===== src/rtl/mips_mem_pkg.sv =====
// -----------------------------------------------------------------------------
// mips_mem_pkg
//  Shared definitions for the MEM-stage memory path: MemDataControl access-size
//  encodings (also used by the load-data extractor), the memory access unit FSM
//  state type, and the default bus timeout.
// -----------------------------------------------------------------------------
package mips_mem_pkg;

   // MemDataControl encodings; every other code means "no memory access"
   localparam logic [2:0] MDC_BYTE = 3'b001;
   localparam logic [2:0] MDC_HALF = 3'b010;
   localparam logic [2:0] MDC_WORD = 3'b011;

   // Default number of BUSY cycles allowed before an access is aborted
   localparam int DEFAULT_TIMEOUT_CYCLES = 255;

   typedef enum logic [1:0] {
      ST_IDLE = 2'd0,
      ST_BUSY = 2'd1,
      ST_DONE = 2'd2
   } mau_state_e;

   // True when the size code names a real byte/half/word access
   function automatic logic is_access_size(input logic [2:0] mdc);
      return (mdc == MDC_BYTE) || (mdc == MDC_HALF) || (mdc == MDC_WORD);
   endfunction

endpackage


===== src/rtl/mem_access_unit_if.sv =====
// -----------------------------------------------------------------------------
// mem_access_unit_if
//  Word-addressed data bus with a req/ack handshake.
//   BusReq    master->slave  access request, held until completion
//   BusWE     master->slave  write strobe
//   BusAddr   master->slave  word-aligned byte address
//   BusByteEn master->slave  byte lanes written (zero on loads)
//   BusWData  master->slave  lane-replicated store data
//   BusAck    slave->master  one-cycle completion pulse
//   BusRData  slave->master  read word, valid with BusAck
// -----------------------------------------------------------------------------
interface mem_access_unit_if;
   logic        BusReq;
   logic        BusWE;
   logic [31:0] BusAddr;
   logic [3:0]  BusByteEn;
   logic [31:0] BusWData;
   logic        BusAck;
   logic [31:0] BusRData;

   modport master (
      output BusReq, BusWE, BusAddr, BusByteEn, BusWData,
      input  BusAck, BusRData
   );

   modport slave (
      input  BusReq, BusWE, BusAddr, BusByteEn, BusWData,
      output BusAck, BusRData
   );
endinterface


===== src/rtl/mem_access_unit_store_lane_align.sv =====
// -----------------------------------------------------------------------------
// store_lane_align
//  Combinational store lane steering and alignment check.
//   addr_lo    in   2   byte address bits [1:0]
//   size       in   3   MemDataControl size code
//   wd         in   32  store source value
//   byteen     out  4   byte lanes to write
//   wdata      out  32  store data replicated across all lanes
//   misaligned out  1   half on odd address or word not on a 4-byte boundary
//  Non-access size codes produce all-zero outputs.
// -----------------------------------------------------------------------------
module store_lane_align
   import mips_mem_pkg::*;
(
   input  logic [1:0]  addr_lo,
   input  logic [2:0]  size,
   input  logic [31:0] wd,
   output logic [3:0]  byteen,
   output logic [31:0] wdata,
   output logic        misaligned
);

   // Lane enables, replicated data and alignment per access size
   always_comb begin
      byteen     = 4'b0000;
      wdata      = 32'h0000_0000;
      misaligned = 1'b0;
      case (size)
         MDC_BYTE: begin
            byteen     = 4'b0001 << addr_lo;
            wdata      = {4{wd[7:0]}};
            misaligned = 1'b0;
         end
         MDC_HALF: begin
            byteen     = 4'b0011 << {addr_lo[1], 1'b0};
            wdata      = {2{wd[15:0]}};
            misaligned = addr_lo[0];
         end
         MDC_WORD: begin
            byteen     = 4'b1111;
            wdata      = wd;
            misaligned = |addr_lo;
         end
         default: begin
            byteen     = 4'b0000;
            wdata      = 32'h0000_0000;
            misaligned = 1'b0;
         end
      endcase
   end

endmodule


===== src/rtl/mem_access_unit.sv =====
// -----------------------------------------------------------------------------
// mem_access_unit
//  MEM-stage data-bus master. Accepts a load/store from EX/MEM, runs one bus
//  transaction, stalls the pipeline until it completes and hands the raw read
//  word (with byte offset and size) to the load-data extractor.
//   clk, reset                     clock, synchronous active-high reset
//   MemReq, MemWrite               access present / store select
//   MemDataControl                 size code (byte/half/word, else no access)
//   ALUResult, WriteData           byte address / store source value
//   Stall                          combinational pipeline freeze
//   AddrExc                        combinational misaligned-access flag
//   bus                            data bus master port
//   RawMemoryData, RawAddrLow,
//   RawDataControl                 registered result for the extractor
//   RawValid                       one-cycle completion pulse
//   BusErr                         one-cycle timeout flag alongside RawValid
// -----------------------------------------------------------------------------
module mem_access_unit
   import mips_mem_pkg::*;
#(
   parameter int TIMEOUT_CYCLES = DEFAULT_TIMEOUT_CYCLES
) (
   input  logic                     clk,
   input  logic                     reset,
   input  logic                     MemReq,
   input  logic                     MemWrite,
   input  logic [2:0]               MemDataControl,
   input  logic [31:0]              ALUResult,
   input  logic [31:0]              WriteData,
   output logic                     Stall,
   output logic                     AddrExc,
   mem_access_unit_if.master        bus,
   output logic [31:0]              RawMemoryData,
   output logic [1:0]               RawAddrLow,
   output logic [2:0]               RawDataControl,
   output logic                     RawValid,
   output logic                     BusErr
);

   localparam int CW = (TIMEOUT_CYCLES > 1) ? $clog2(TIMEOUT_CYCLES) : 1;

   mau_state_e  state_r;
   mau_state_e  state_s;
   logic [CW-1:0] cnt_r;

   logic        legal_s;
   logic        misaligned_s;
   logic        start_s;
   logic        timeout_s;
   logic [3:0]  lane_byteen_s;
   logic [31:0] lane_wdata_s;

   logic        bus_req_r;
   logic        bus_we_r;
   logic        we_r;
   logic [31:0] bus_addr_r;
   logic [3:0]  bus_byteen_r;
   logic [31:0] bus_wdata_r;

   store_lane_align u_align (
      .addr_lo    (ALUResult[1:0]),
      .size       (MemDataControl),
      .wd         (WriteData),
      .byteen     (lane_byteen_s),
      .wdata      (lane_wdata_s),
      .misaligned (misaligned_s)
   );

   assign legal_s   = MemReq & is_access_size(MemDataControl);
   assign start_s   = (state_r == ST_IDLE) & legal_s & ~misaligned_s;
   assign timeout_s = (cnt_r == CW'(TIMEOUT_CYCLES - 1));

   // Bus side is driven only from latched values so it stays stable while BUSY
   assign bus.BusReq    = bus_req_r;
   assign bus.BusWE     = bus_we_r;
   assign bus.BusAddr   = bus_addr_r;
   assign bus.BusByteEn = bus_byteen_r;
   assign bus.BusWData  = bus_wdata_r;

   // FSM state register
   always_ff @(posedge clk) begin
      if (reset) begin
         state_r <= ST_IDLE;
      end else begin
         state_r <= state_s;
      end
   end

   // Next-state, stall and address-exception decode
   always_comb begin
      state_s = state_r;
      Stall   = 1'b0;
      AddrExc = 1'b0;
      case (state_r)
         ST_IDLE: begin
            // A misaligned request is flagged here and never leaves IDLE
            AddrExc = legal_s & misaligned_s;
            if (start_s) begin
               state_s = ST_BUSY;
               Stall   = 1'b1;
            end else begin
               state_s = ST_IDLE;
            end
         end
         ST_BUSY: begin
            Stall = 1'b1;
            if (bus.BusAck || timeout_s) begin
               state_s = ST_DONE;
            end else begin
               state_s = ST_BUSY;
            end
         end
         ST_DONE: begin
            // Stall drops here so the pipeline advances exactly once
            state_s = ST_IDLE;
         end
         default: begin
            state_s = ST_IDLE;
         end
      endcase
   end

   // Request latch, bus drive, timeout counter and Raw* result registers
   always_ff @(posedge clk) begin
      if (reset) begin
         cnt_r          <= '0;
         bus_req_r      <= 1'b0;
         bus_we_r       <= 1'b0;
         we_r           <= 1'b0;
         bus_addr_r     <= 32'h0000_0000;
         bus_byteen_r   <= 4'b0000;
         bus_wdata_r    <= 32'h0000_0000;
         RawMemoryData  <= 32'h0000_0000;
         RawAddrLow     <= 2'b00;
         RawDataControl <= 3'b000;
         RawValid       <= 1'b0;
         BusErr         <= 1'b0;
      end else begin
         RawValid <= 1'b0;
         BusErr   <= 1'b0;
         case (state_r)
            ST_IDLE: begin
               if (start_s) begin
                  cnt_r          <= '0;
                  bus_req_r      <= 1'b1;
                  bus_we_r       <= MemWrite;
                  we_r           <= MemWrite;
                  bus_addr_r     <= {ALUResult[31:2], 2'b00};
                  bus_byteen_r   <= MemWrite ? lane_byteen_s : 4'b0000;
                  bus_wdata_r    <= MemWrite ? lane_wdata_s : 32'h0000_0000;
                  RawAddrLow     <= ALUResult[1:0];
                  RawDataControl <= MemDataControl;
               end else begin
                  bus_req_r <= 1'b0;
               end
            end
            ST_BUSY: begin
               // Ack takes priority over a timeout in the same cycle
               if (bus.BusAck) begin
                  if (!we_r) begin
                     RawMemoryData <= bus.BusRData;
                  end else begin
                     RawMemoryData <= RawMemoryData;
                  end
                  bus_req_r <= 1'b0;
                  bus_we_r  <= 1'b0;
                  RawValid  <= 1'b1;
               end else if (timeout_s) begin
                  RawMemoryData <= 32'h0000_0000;
                  bus_req_r     <= 1'b0;
                  bus_we_r      <= 1'b0;
                  RawValid      <= 1'b1;
                  BusErr        <= 1'b1;
               end else begin
                  cnt_r <= cnt_r + CW'(1);
               end
            end
            ST_DONE: begin
               bus_req_r <= 1'b0;
               bus_we_r  <= 1'b0;
            end
            default: begin
               bus_req_r <= 1'b0;
               bus_we_r  <= 1'b0;
            end
         endcase
      end
   end

endmodule

===== src/flat_wrapper.sv =====
// flat-port wrapper written by rule: the top's interface ports become plain ports
module mem_access_unit_flat import mips_mem_pkg::*;
#(
   parameter int TIMEOUT_CYCLES = DEFAULT_TIMEOUT_CYCLES
)
  (clk, reset, MemReq, MemWrite, MemDataControl, ALUResult, WriteData, Stall, AddrExc, RawMemoryData, RawAddrLow, RawDataControl, RawValid, BusErr, bus_BusReq, bus_BusWE, bus_BusAddr, bus_BusByteEn, bus_BusWData, bus_BusAck, bus_BusRData);
  mem_access_unit_if bus_i ();
  input  logic clk;
  input  logic reset;
  input  logic MemReq;
  input  logic MemWrite;
  input  logic [2:0] MemDataControl;
  input  logic [31:0] ALUResult;
  input  logic [31:0] WriteData;
  output logic Stall;
  output logic AddrExc;
  output logic [31:0] RawMemoryData;
  output logic [1:0] RawAddrLow;
  output logic [2:0] RawDataControl;
  output logic RawValid;
  output logic BusErr;
  output wire logic [$bits(bus_i.BusReq)-1:0] bus_BusReq;
  output wire logic [$bits(bus_i.BusWE)-1:0] bus_BusWE;
  output wire logic [$bits(bus_i.BusAddr)-1:0] bus_BusAddr;
  output wire logic [$bits(bus_i.BusByteEn)-1:0] bus_BusByteEn;
  output wire logic [$bits(bus_i.BusWData)-1:0] bus_BusWData;
  input wire logic [$bits(bus_i.BusAck)-1:0] bus_BusAck;
  input wire logic [$bits(bus_i.BusRData)-1:0] bus_BusRData;
  assign bus_BusReq = bus_i.BusReq;
  assign bus_BusWE = bus_i.BusWE;
  assign bus_BusAddr = bus_i.BusAddr;
  assign bus_BusByteEn = bus_i.BusByteEn;
  assign bus_BusWData = bus_i.BusWData;
  assign bus_i.BusAck = bus_BusAck;
  assign bus_i.BusRData = bus_BusRData;
  mem_access_unit #(.TIMEOUT_CYCLES(TIMEOUT_CYCLES)) u_core (.clk(clk), .reset(reset), .MemReq(MemReq), .MemWrite(MemWrite), .MemDataControl(MemDataControl), .ALUResult(ALUResult), .WriteData(WriteData), .Stall(Stall), .AddrExc(AddrExc), .bus(bus_i), .RawMemoryData(RawMemoryData), .RawAddrLow(RawAddrLow), .RawDataControl(RawDataControl), .RawValid(RawValid), .BusErr(BusErr));
endmodule

===== config.mk =====
export PLATFORM = sky130hd
export DESIGN_NAME = mem_access_unit_flat
export DESIGN_NICKNAME = d
export VERILOG_FILES = /design/src/rtl/mips_mem_pkg.sv /design/src/rtl/mem_access_unit_if.sv /design/src/rtl/mem_access_unit_store_lane_align.sv /design/src/rtl/mem_access_unit.sv /design/src/flat_wrapper.sv
export SDC_FILE = /design/constraint.sdc
export NUM_CORES = 1
export LEC_CHECK = 0
export ABC_AREA = 1
export ABC_CLOCK_PERIOD_IN_PS = 1400
export CORE_MARGIN = 2
export CORE_UTILIZATION = 30
export DETAILED_ROUTE_END_ITERATION = 7
export PLACE_DENSITY_LB_ADDON = 0.2
export SLEW_MARGIN = 20
export SYNTH_ARGS = -nofsm -noshare
export SYNTH_HDL_FRONTEND = slang
export SYNTH_SLANG_ARGS = --single-unit

===== constraint.sdc =====
create_clock -name clk -period 1.4 [get_ports clk]
set_input_delay 0.28 -clock clk [delete_from_list [all_inputs] [get_ports clk]]
set_output_delay 0.28 -clock clk [all_outputs]
set_load 0.02 [all_outputs]

* Word level (Yosys, flattened, before mapping)
Index checks and enable logic that the tools add are counted. Widths: inputs -> output; s select.
Storage, ports and cells: logic and storage cells 70, register bits after elaboration 118, output and inout bits 111
Operators by class: reduce and logical (&&, ||, !) cells 13, muxes and demuxes 25, bitwise operators 6, equality and inequality tests 10, shifts and indexed selects 2, add/subtract/negate cells 1
Operators with widths (number):
- $mux 32 | 4
- $pmux 32 s3 | 1
- $mux 8 | 3
- $pmux 8 s2 | 1
- $pmux 4 s3 | 1
- $add 8x1->8 const B | 1
- $eq 8x8->1 const B | 1
- $mux 1 | 8
- $pmux 1 s2 | 4
- $eq 3x2->1 const B | 2
- $ne 2x2->1 const B | 3
- $and 1x1->1 | 4
- $mux 4 | 1
- $pmux 2 s2 | 1
- $reduce_and 2->1 | 2
- $reduce_and 4->1 | 1
- $reduce_bool 2->1 | 2
- $reduce_or 2->1 | 2
- $shl 1x2->4 const A | 1
- $shl 2x2->4 const A | 1
- $eq 3x1->1 const B | 1
- $logic_or 1x1->1 | 3
- $ne 3x2->1 const B | 1
- $reduce_and 3->1 | 1
- other kinds (6) | 7

* Depth between registers and ports, before layout
Gate-level depths: netlist of the first run.
word-level depth 8, gate-level depth with buffers 10

* By module
A second synthesis of the first run with hierarchy kept.
Unflattened totals: cells, all modules 784, area total of the unflattened synthesis 5371.4 um2
Modules (own cells, without submodules):
- mem_access_unit | times used 1, area each 4765.8 um2, sequential area each 2362.3 um2, cells an instance 663
- store_lane_align | times used 1, area each 605.6 um2, sequential area each 0.0 um2, cells an instance 121

* Worst setup path after synthesis of the first run
No wires, ideal clock.
path kind reg2out, start point reg u_core.state_r[0], end point out Stall, buffers on the path 2, arrival 1.155 ns, required time 1.120 ns, cell stages (with the launch flop) 8, path slack -0.035 ns, cell sequence dfxtp_1 -> nor2_1 -> nand2_1 -> nor2_1 -> nand2_1 -> buf_4 -> buf_2 -> nand2_1
Between the ends: cells in the longest elaborated chain, start to end 5
Ends and longest elaborated chain:
- from (decl) | line mem_access_unit.sv:42 | mau_state_e state_r;
- from (signal assigned) | line mem_access_unit.sv:85 | state_r <= state_s;
- $logic_not 2->1 | line mem_access_unit.sv:70, mem_access_unit.sv:94
- $and 1x1->1 (2 in a row) | line mem_access_unit.sv:70 | assign start_s = (state_r == ST_IDLE) & legal_s & ~misaligned_s;
- $mux 1 | line mem_access_unit.sv:98 | if (start_s) begin
- $pmux 1 s2 * | line mem_access_unit.sv:94 | case (state_r)
- to (decl) | line flat_wrapper.sv:15 | output logic Stall;
Mark *: on every way between the ends. The rest lies on a longest branch, timed or not.

* Worst setup path in the final report of the first run
start point reg u_core.state_r[1], end point out Stall
Same word-level chain as after synthesis.

==> results.json, run 1 <==
{
  "rsz0062_at_grt": "true",
  "p_switching_w": 0.00232,
  "hold_path_class": "input port to register",
  "num-nets-final": 1016,
  "clockRootBuffer": "clkbuf_16",
  "vias": 5215,
  "r2r_cells": 8,
  "yosys-top-cells-area": "dfxtp_1 (50%), nand2_1 (15%), a21oi_1 (8.7%), nand3_1 (7.5%), nor2_1 (6.2%)",
  "grt_first_pass_wirelength_mm": 25.0,
  "fin_crit_sh_pct": 119,
  "slew_violations": 0,
  "grt_max_degree": 37,
  "ys_seq_elements": 118,
  "netlist_area_mm2": 0.00473,
  "p_leak_nw": 3.43,
  "arrival_ns": 1.39,
  "syn_to_final_growth_pct": 74.7,
  "tns_ns": -0.423,
  "startpoint_type": "register",
  "peakVddDrop_uv": 834,
  "status": "complete, but fails checks",
  "crit_chain": "nor2_4, nand2_4, nor2_4, nand2_4, buf_6, nand2_2, buf_6",
  "drt_iter0_drc": 281,
  "cp_slowest_cell": "dfxtp_2",
  "finClkSkew_ns": 0.00808,
  "min_to": "u_core.bus.BusByteEn[0]$_SDFFE_PP0P_",
  "tritoncts": "done",
  "start_util_pct": 30.9,
  "crit_path_end_kind": "output port",
  "setup_viol": 3,
  "cpPeakStageDelay_ns": 0.33,
  "finalNonFillerCells": 1134,
  "grt_pass1_vias": 4709,
  "die_w_um": 130,
  "dr.pass1.iters": 4,
  "power.density_mw_per_mm2": 1110,
  "crit_required_ns": 1.12,
  "coreArea_mm2": 0.0153,
  "seq_area_frac_synth_pct": 50.0,
  "antenna_found_initial": 0,
  "r2r_slack_ns": 0,
  "cp_max_fo": 2,
  "setup_slack_ns": -0.267,
  "dieHeight_um": 130,
  "whs_path_depth": 3,
  "reg2reg_from": "u_core.state_r[1]$_SDFF_PP0_",
  "violations": "setup timing",
  "drive_gt1_share_pct": 18.0,
  "clk_latency_ns": 0.41,
  "gp_congestion": 0.801,
  "p_sw_share_pct": 25.3,
  "syn_inst": 657,
  "reg2reg_to": "u_core.bus.BusAddr[4]$_SDFFE_PP0P_",
  "syn_avg_cell_area_um2": 7.19,
  "htree_num_levels": 4,
  "gr-total-overflow": 0,
  "cap_violations": 0,
  "hold_start": "reset",
  "p_total_w": 0.00915,
  "numCtsBuffers": 17,
  "track_usage_pct": 19.2,
  "diodes": 0,
  "fin_crit_ns": 1.67,
  "hold_viol_final": 0,
  "rows": 45,
  "ys_types": 23,
  "die_area_mm2": 0.0168,
  "avgViaCountPerCell": 4.60,
  "pin_count": 215,
  "yosysTopAreaCell": "dfxtp_1",
  "pwr-share-comb_pct": 14.3,
  "finalInstanceArea_mm2": 0.00826,
  "clock_path_buffers": 2,
  "p_clk_share_pct": 47.0,
  "max_clock_freq_ghz": 0.600,
  "drc": 0,
  "ant_nets": 0,
  "synth_top_area_share_pct": 50.0,
  "clkTransAtPathRegs_ns": 0.05,
  "dp_cells": 1090,
  "p_int_w": 0.00683,
  "port_buffers": 212,
  "p_seq_share_pct": 38.6,
  "wl_per_cell_um": 14.9,
  "path_class": "register to output port",
  "dp_hpwl_mm": 11.2,
  "yosysWarnings": 0,
  "post_dp_cell_area_mm2": 0.00737,
  "clkSinkCount": 118,
  "drt-total-wl_mm": 16.8
}
[logic make-up (layout without fill, tap and decap cells)]
kind of cell,count (synthesis),in the layout,synth area share (%)
other,1,2,0.0794
adders and majority gates,2,2,0.529
xor gates and xnor gates,1,1,0.185
AOI/OAI and AO/OA,125,125,13.4
DFF,118,118,50.0
buffers and inverters,68,333,6.46
and+or+nand+nor,342,342,29.4
[worst max-delay path, delay by kind of cell (launching register included)]
family | cells | cell delay [ns]
flip-flops | 1 | 0.33
AND/OR/NAND/NOR | 5 | 0.42
buffers and inverters | 2 | 0.23
[through the flow]
stage	util, %	hold slack (ns)	setup WS, ns
floorplan	-	0.428	0.0118
global placement	48.1	0.432	-0.720
detailed placement	48.1	0.434	-0.728
CTS	52.1	0.235	-0.292
global route	53.9	0.253	-0.344
finish	53.9	0.245	-0.267
[Yosys cell counts, drive strengths merged]
cell type,count
nand2,185
dfxtp,118
a21oi,82
nor2,79
nand3,71
o21ai,41
inv,25
buf,23
clkbuf,19
nor3,3
ha,2
nand4,2
a31o,1
clkinv,1
conb,1
nor4,1
o21bai,1
or2,1
xor2,1
[worst max-delay path by stage]
stage                                       startpoint      end  cells past startpoint
final                     u_core.state_r[1]$_SDFF_PP0_    Stall                      7
after global placement               MemDataControl[1]  AddrExc                      6
after CTS                 u_core.state_r[1]$_SDFF_PP0_    Stall                      7
after detailed placement             MemDataControl[1]  AddrExc                      6
after floorplan           u_core.state_r[0]$_SDFF_PP0_    Stall                      7
after global routing      u_core.state_r[1]$_SDFF_PP0_    Stall                      7
[routing by layer]
layer,wire (µm),global-route usage [%],part of all wire (%)
met5,0,0,0
met4,291,6.64,1.7
met3,1010,5.62,6.0
met2,7880,30.3,47
met1,7660,25.1,45
[final cells by class]
| class | count | area, µm² |
|---|---|---|
| Tap cell | 211 | 264 |
| Fill cell | 1507 | 7060 |
| Timing Repair Buffer | 275 | 2690 |
| Multi-Input combinational cell | 472 | 2240 |
| Clock inverter | 12 | 128 |
| Sequential cell | 118 | 2370 |
| Clock buffer | 20 | 457 |
| Inverter | 26 | 113 |
[placed cells by master (no fill, tap or decap), types with 22 or more instances in the layout]
master / instances
nand3_1: 68
dfxtp_1: 114
clkbuf_16: 22
a21oi_1: 70
clkdlybuf4s50_1: 97
buf_4: 43
clkdlybuf4s15_1: 61
nand2_1: 177
dlygate4sd2_1: 31
nor2_1: 72
[sequential cells by signal, indices dropped and copies added (netlist names)]
register	count
u_core.bus.BusWE	1
u_core.BusErr	1
u_core.bus.BusReq	1
u_core.cnt_r	8
u_core.state_r	2
u_core.RawAddrLow	2
u_core.bus.BusWData	32
u_core.we_r	1
u_core.bus.BusAddr	30
u_core.RawValid	1
u_core.RawMemoryData	32
u_core.RawDataControl	3
u_core.bus.BusByteEn	4
[what timing repair did]
| action | CTS | global route |
|---|---|---|
| setup buffers | 5 | 3 |
| cloned | 2 | 6 |
| hold buffers | 0 | 0 |
| pin swaps | 6 | 7 |
| resized for setup | 165 | 147 |
| endpoints found under the setup margin | 193 | 189 |
[power by group through the flow]
stage	logic [W]	clock network [W]	registers, W
5_1_grt	0.00142	0.00457	0.00354
2_1_floorplan	0.000404	0	0.00373
4_1_cts	0.00123	0.00438	0.00353
3_3_place_gp	0.00125	0	0.00360
3_5_place_dp	0.00125	0	0.00360
6_report	0.00131	0.00430	0.00353
Note: power is estimated with default switching activity, not from simulation.
==> inputs of run 2 (changes only) <==
--- a/config.mk
+++ b/config.mk
@@ -11,6 +11,7 @@
 export CORE_UTILIZATION = 30
 export DETAILED_ROUTE_END_ITERATION = 7
 export PLACE_DENSITY_LB_ADDON = 0.2
+export RECOVER_POWER = 50
 export SLEW_MARGIN = 20
 export SYNTH_ARGS = -nofsm -noshare
 export SYNTH_HDL_FRONTEND = slang
==> run 2 against run 1 <==
Net effect:
- the flow still finishes with violations (setup timing)
- first-iteration DRC count down 5.0%
- design area down 0.21%
- hold slack is essentially flat
- die area did not move
- final cell count is the same
- sequential power barely moved
- global-route usage unchanged
- largest cell class unchanged
- via count fell by 0.12%
- clock power is essentially flat
- fmax about the same
==> results.json, run 2 (synthesized netlist as in run 1, its figures left out) <==
{
  "finalInstanceArea_mm2": 0.00824,
  "crit_path_start": "u_core.state_r[1]$_SDFF_PP0_",
  "fin_crit_ns": 1.67,
  "diodes": 0,
  "tns_ns": -0.424,
  "grt_pass1_vias": 4709,
  "grt_max_degree": 37,
  "clk_latency_ns": 0.42,
  "grt_first_pass_wirelength_mm": 25.0,
  "clkTransAtPathRegs_ns": 0.05,
  "avgViaCountPerCell": 4.59,
  "cp_max_fo": 2,
  "p_leak_nw": 3.38,
  "setup_slack_ns": -0.268,
  "peakVddDrop_uv": 836,
  "startpoint_type": "register",
  "final_common_cell": "nand2_1",
  "max_clock_freq_ghz": 0.600,
  "vias": 5209,
  "dr_wl_met3_um": 999,
  "cts_hold_buf": 0,
  "drc": 0,
  "path_class": "register to output port",
  "mostFrequentLayoutCells": "nand2_1 (177), dfxtp_1 (114), clkdlybuf4s50_1 (97), nor2_1 (72), a21oi_1 (70)",
  "hold_start": "reset",
  "finClkSkew_ns": 0.00805,
  "track_usage_pct": 19.2,
  "crit_required_ns": 1.12,
  "dieHeight_um": 130,
  "antenna_found_initial": 0,
  "violations": "setup timing",
  "crit_chain": "nor2_4, nand2_4, nor2_4, nand2_4, buf_6, nand2_2, buf_6",
  "dp_hpwl_mm": 11.2,
  "highest_layer": "met4",
  "tritoncts": "done",
  "status": "complete, but fails checks",
  "numCtsBuffers": 17,
  "crit_path_end_kind": "output port",
  "htree_num_levels": 4,
  "start_util_pct": 30.9,
  "rsz0062_at_grt": "true",
  "slew_violations": 0,
  "power.density_mw_per_mm2": 1110,
  "fin_crit_sh_pct": 119,
  "ant_nets": 0,
  "hold_path_class": "input port to register",
  "dr.pass1.iters": 4,
  "gp_congestion": 0.801,
  "gr-total-overflow": 0,
  "clkSinkCount": 118,
  "reg2reg_from": "u_core.state_r[1]$_SDFF_PP0_",
  "port_buffers": 212,
  "drt_iter0_drc": 267,
  "drt-total-wl_mm": 16.9,
  "met1_length_mm": 7.71,
  "clockRootBuffer": "clkbuf_16",
  "cpPeakStageDelay_ns": 0.33,
  "num-nets-final": 1016,
  "die_w_um": 130,
  "post_dp_cell_area_mm2": 0.00737,
  "cap_violations": 0,
  "cp_slowest_cell": "dfxtp_2",
  "rows": 45,
  "arrival_ns": 1.39,
  "wl_per_cell_um": 14.9,
  "drive_gt1_share_pct": 16.5,
  "met2_length_mm": 7.90,
  "setup_viol": 3,
  "hold_ws_ns": 0.245,
  "die_area_mm2": 0.0168,
  "coreArea_mm2": 0.0153,
  "syn_to_final_growth_pct": 74.4,
  "pin_count": 215,
  "hold_viol_final": 0,
  "clock_path_buffers": 2
}
run 2: worst paths after layout:
kind,end,slack (ns),cells after the start
setup reg to reg,u_core.bus.BusAddr[4]$_SDFFE_PP0P_,0,8
hold reg to reg,u_core.RawDataControl[2]$_SDFFE_PP0P_,0.43,2
hold / removal,u_core.bus.BusWE$_SDFFE_PP0P_,0.25,3
setup / recovery,Stall,-0.27,7
run 2: final cells by class:
type,count,area [µm²]
Clock inverter,12,128
Clock buffer,20,457
Sequential cell,118,2370
Fill cell,1517,7070
Inverter,26,113
Tap cell,211,264
Timing Repair Buffer,275,2670
Multi-Input combinational cell,472,2240
run 2: metrics by stage:
stage | worst slack [ns] | util, % | cells | power (W)
global placement | -0.720 | 48.1 | 1090 | 0.00485
global route | -0.344 | 53.8 | 1134 | 0.00954
detailed placement | -0.728 | 48.1 | 1090 | 0.00485
finish | -0.268 | 53.8 | 1134 | 0.00914
CTS | -0.292 | 52.1 | 1127 | 0.00914
floorplan | 0.0118 | - | 658 | 0.00413
run 2: power breakdown:
part	switching, W	total (W)	internal (W)
Sequential	0.0000554	0.00353	0.00348
Combinational	0.000663	0.00131	0.000646
Clock	0.00160	0.00430	0.00270
run 2: metal layers:
layer | global-route usage (%) | vias to the layer above
met5 | 0 | -
met4 | 6.64 | 0
met3 | 5.62 | 19
met2 | 30.3 | 161
met1 | 25.1 | 2376
li1 | - | 2653
run 2: timing repair:
action	4_1_cts	5_1_grt
cloned	2	6
endpoints found under the setup margin	193	189
resized for setup	165	147
buffers inserted	5	3
pin swaps	6	7
run 2: worst max-delay path, delay by kind of cell, from the launching register on:
family | cells | cell delay (ns)
buf+inv | 2 | 0.23
flops | 1 | 0.33
simple gates | 5 | 0.42
==> edit 1, RTL diff (settings of run 1) <==
`DEFAULT_TIMEOUT_CYCLES`: 255 -> 510.
--- a/src/rtl/mips_mem_pkg.sv
+++ b/src/rtl/mips_mem_pkg.sv
@@ -13,5 +13,5 @@
 
    // Default number of BUSY cycles allowed before an access is aborted
-   localparam int DEFAULT_TIMEOUT_CYCLES = 255;
+   localparam int DEFAULT_TIMEOUT_CYCLES = 510;
 
    typedef enum logic [1:0] {
Formal check against the unedited RTL: no difference found for any inputs over 4 cycles, from zero or initial values and one cycle with reset high; that may be too few to reach the edited logic, so the function may still have changed.
==> edit 1 against run 1 <==
  * The flow still finishes with violations (negative setup slack)
  * Cell area rose by 19%
  * Combinational power increased by 31%
  * Power rose by 3.4%
  * Final cell count rose by 11%
  * Synthesized area increased by 8.1%
  * Setup slack better by 0.0055 ns
  * Clock skew is 0.00050 ns higher
  * Wire length increased by 15%
  * Sequential power increased by 1%
  * Sequential cell count up 1
  * Fmax is 0.33% higher
  * Sequential share of layout area down 4.3 points
  * Non-clock buffer count up 23
  * Largest cell class is now multi-input gates
==> edit 1: results (changes against run 1) <==
GRT Resource Usage Total: 20.4% (+1.2 points)
P_clk: 4.16 mW (-3%)
via count: 5869 (+13%)
routing usage on met1: 25.0% (about the same)
largest net degree at the start of global routing: 42 (+14%)
WL/cell: 15.5 um (+4.0%)
leakage power: 4.02 nW (+17%)
status: finished with violations
Setup WS post-layout: -0.261 ns (+0.00549 ns)
cells on worst reg2reg path: 11 (+3)
Clock Skew: 0.00858 ns (+0.000504 ns)
routed wl met2: 9670 um (+23%)
register area share after synthesis: 46.6% (-3.3 points)
GR Util met2: 34.7% (+4.4 points)
Syn. warnings: 0 (unchanged)
Met3 Routed Length: 1020 um (+0.99%)
DRT Pass-1 Iters: 5 (+1)
placed inst area: 7780 um^2 (+5.6%)
CTS Buf Count: 17 (unchanged)
maximum vdd drop: 0.924 mV (+11%)
initial antenna violation count: 1 (+1)
hpwl dp: 11700 um (+4.2%)
Synth area leaders: dfxtp_1 47%, nor2_1 15%, nand2_1 9.9%
failing checks: negative setup slack
Placer Congestion: 0.821 (+2.6%)
Cell variety after synth: 27 (+17%)
Crit Reg-Reg Startpoint: u_core.state_r[0]
first-pass GRT wire length: 28800 um (+15%)
Final nets: 1130 (+11%)
vias in the first global route: 5561 (+18%)
met3 Use GR: 5.22% (-0.40 points)
r2r setup slk: -0.24 ns (-0.24 ns)
sw frac: 27.4% (+2.1 points)
pre-CTS setup slack: -0.700 ns (+0.0285 ns)
Final setup viols: 93 (+90)
Initial DRC Count: 228 (-19%)
Post-synth top cells: 198 x nor2_1, 135 x nand2_1, 119 x dfxtp_1
WL met1: 8510 um (+11%)
reg2reg end: u_core.bus.BusWData[26]
fill count: 1533 (+1.7%)
# H-tree levels: 4 (unchanged)
layout cells sized above 1: 39.9% (+22 points)
sequential share of power: 37.9% (-0.7 points)
setup_tns: -10.58 ns (-10.16 ns)
[edit 1: timing repair]
action / 4_1_cts / 5_1_grt
pin swaps: 79 / 45
hold endpoints to repair: 0 / 0
resized for setup: 329 / 337
cloned: 13 / 4
buffers inserted: 16 / 7
setup endpoints to repair: 224 / 186
[edit 1: how the worst min path moves through the flow]
stage	cells after the start	slack [ns]	startpoint	to
after floorplan	2	0.44	ALUResult[0]	u_core.RawAddrLow[0]
after global placement	2	0.43	u_core.RawDataControl[2]	u_core.RawDataControl[2]
after detailed placement	2	0.44	u_core.RawDataControl[2]	u_core.RawDataControl[2]
after CTS	3	0.24	reset	u_core.RawMemoryData[6]
after global routing	3	0.26	reset	u_core.RawMemoryData[2]
final	3	0.27	reset	u_core.RawMemoryData[2]
[edit 1: area by class of cell]
cell class	instances	share of cell area (%)
clock buffers	20	4.66
flip-flops and latches	119	24.4
well taps	220	2.81
multi-input cells	528	34.0
inverters	60	2.50
diodes	1	0.0255
clock inverters	12	1.03
repair buffers	298	30.6
[edit 1: metrics by stage]
step	hold slack, ns	utilization, %	instances	total power [mW]
CTS	0.242	55.0	1249	9.36
floorplan	0.443	-	750	4.20
global placement	0.431	46.7	1189	4.92
global route	0.262	58.9	1258	9.83
detailed placement	0.438	46.7	1189	4.92
finish	0.273	58.9	1258	9.46
[edit 1: kinds of logic after synthesis]
family	count (synthesis)	synth area share [%]
buffers and inverters	103	8.65
DFF	119	46.6
other	1	0.0734
and+or+nand+nor	415	33.1
adders and majority gates	2	0.490
AOI/OAI and AO/OA	109	11.0
[edit 1: worst max-delay path, stage by stage, from the launching register on]
cell     delay (ns)
dfxtp_2        0.33
nor2_4         0.13
nand2_4        0.07
nor2_4         0.17
nand2_8        0.08
nand2_4        0.06
buf_6          0.12
==> edit 2, RTL diff (config.mk and constraints of run 1) <==
Made on the original files. Put one more register stage on the output `BusErr`. The value now appears one clock later. The other outputs are not delayed to match. Comments in the files are not updated.
--- a/src/rtl/mem_access_unit.sv
+++ b/src/rtl/mem_access_unit.sv
@@ -39,4 +39,6 @@
 
    localparam int CW = (TIMEOUT_CYCLES > 1) ? $clog2(TIMEOUT_CYCLES) : 1;
+
+   logic BusErr_s0;
 
    mau_state_e  state_r;
@@ -135,8 +137,8 @@
          RawDataControl <= 3'b000;
          RawValid       <= 1'b0;
-         BusErr         <= 1'b0;
+         BusErr_s0      <= 1'b0;
       end else begin
          RawValid <= 1'b0;
-         BusErr   <= 1'b0;
+         BusErr_s0 <= 1'b0;
          case (state_r)
             ST_IDLE: begin
@@ -171,5 +173,5 @@
                   bus_we_r      <= 1'b0;
                   RawValid      <= 1'b1;
-                  BusErr        <= 1'b1;
+                  BusErr_s0     <= 1'b1;
                end else begin
                   cnt_r <= cnt_r + CW'(1);
@@ -188,3 +190,7 @@
    end
 
+   always_ff @(posedge clk) begin
+      BusErr <= BusErr_s0;
+   end
+
 endmodule
Check against the original RTL: no difference found for any inputs over 4 cycles, from zero or initial values and one cycle with reset high; that may be too few to reach the edited logic, so the function may still have changed.
==> edit 2 against run 1 <==
  * The flow still finishes with violations (negative setup slack)
  * Setup slack improved by 0.038 ns
  * Wire length rose by 5.2%
  * Non-clock buffer count rose by 22
  * Register-to-register slack got worse by 0.20 ns
  * Clock power rose by 17%
  * Power rose by 11%
  * Sequential cell count rose by 1
  * Cell area rose by 11%
  * Synthesized area rose by 1.5%
  * Core utilization rose by 4.1 points
  * Critical path type unchanged
==> edit 2: results (changes against run 1) <==
CTS Buf Count: 17 (unchanged)
first-pass GRT wire length: 26400 um (+5.7%)
GRT Resource Usage Total: 20.3% (+1.2 points)
status: finished with violations
Post-synth ARST share: 0% (unchanged)
Worst Hold Class: register to register
worst skew pair latency: 0.42 ns
IO buf count: 212 (unchanged)
Synth area leaders: dfxtp_1 50%, nand2_1 14%, a21oi_1 8.3%
maximum vdd drop: 0.859 mV (+2.9%)
register area share after synthesis: 49.6% (-0.34 points)
Die Footprint: 17000 um^2 (+1.5%)
root buffer cell: clkbuf_16
Met3 Routed Length: 1140 um (+13%)
Initial DRC Count: 178 (-37%)
largest net degree at the start of global routing: 73 (+97%)
Cell variety after synth: 23 (unchanged)
hpwl dp: 10700 um (-4.1%)
vias in the first global route: 5002 (+6.2%)
setup_tns: -13.57 ns (-13.15 ns)
Final setup viols: 116 (+113)
Post-synth top cells: 183 x nand2_1, 119 x dfxtp_1, 81 x nor2_1
WL met1: 7520 um (-1.9%)
Clock Pin Slew Worst Setup and Hold Paths: 0.05 ns (about the same)
Final Routed Wirelength: 17700 um (+5.2%)
crit path max fanout: 3 (+1)
# H-tree levels: 4 (unchanged)
layout cells sized above 1: 34.8% (+17 points)
Clock Skew: 0.00667 ns (-0.00141 ns)
Placer Congestion: 0.842 (+5.2%)
placed inst area: 7430 um^2 (+0.88%)
pre-CTS setup slack: -0.799 ns (-0.0708 ns)
leakage power: 3.88 nW (+13%)
highest metal used: met4
Setup WS post-layout: -0.229 ns (+0.0375 ns)
Syn. warnings: 0 (unchanged)
Final nets: 1044 (+2.8%)
via count: 5374 (+3.0%)
Synth Instances: 663 (+0.91%)
failing checks: negative setup slack
routed wl met2: 8560 um (+8.7%)
CTS max path bufs: 2 (unchanged)
DRT Pass-1 Iters: 5 (+1)
-- edit 2: metal layers --
layer	global-route usage, %	up-vias
li1	-	2713
met1	25.8	2478
met2	32.2	156
met3	6.07	27
met4	9.01	0
met5	0	-
-- edit 2: logic make-up after synthesis --
kind of cell / synth area share [%]
AND/OR/NAND/NOR: 29.1
adder cells (fa/ha/maj): 0.521
other: 0.0782
XOR/XNOR: 0.365
flip-flops: 49.6
buffers and inverters: 6.96
AO/OA/AOI/OAI: 13.3
-- edit 2: path summary, 6_finish.rpt --
path / cells after the start / slack (ns) / from / endpoint
worst max-delay path: 6 / -0.23 / u_core.state_r[0] / Stall
worst min-delay path: 0 / 0.33 / u_core.BusErr_s0 / u_core.BusErr
worst max register to register: 10 / -0.20 / u_core.state_r[0] / u_core.bus.BusWData[0]
worst min register to register: 0 / 0.33 / u_core.BusErr_s0 / u_core.BusErr
-- edit 2: critical path: stages, from the launching register on --
cell and delay (ns):
dfxtp_2 0.33, nor2_4 0.14, nand2_2 0.10, nor2_4 0.10
nand2_4 0.08, nand2_2 0.07, buf_6 0.12
-- edit 2: metrics by stage --
step / power [mW] / std cells
global placement: 4.89 / 1099
finish: 10.2 / 1167
detailed placement: 4.90 / 1099
CTS: 10.2 / 1162
global route: 10.6 / 1167
floorplan: 4.17 / 664
-- edit 2: power breakdown --
| part | total, mW | switching (mW) | internal, mW |
|---|---|---|---|
| Combinational | 1.59 | 0.799 | 0.794 |
| Sequential | 3.57 | 0.0694 | 3.50 |
| Clock | 5.03 | 1.60 | 3.43 |
-- edit 2: area by class of cell --
type	instances	area, um^2
Timing Repair Buffer	297	2930
Multi-Input combinational cell	474	2760
Sequential cell	119	2390
Clock inverter	12	223
Clock buffer	20	457
Fill cell	1491	6620
Tap cell	216	270
Inverter	29	124
-- edit 2: what timing repair did --
action	in CTS	in global routing
cloned	11	2
buffers inserted	20	13
setup endpoints to repair	223	179
pin swaps	38	46
resized for setup	279	247
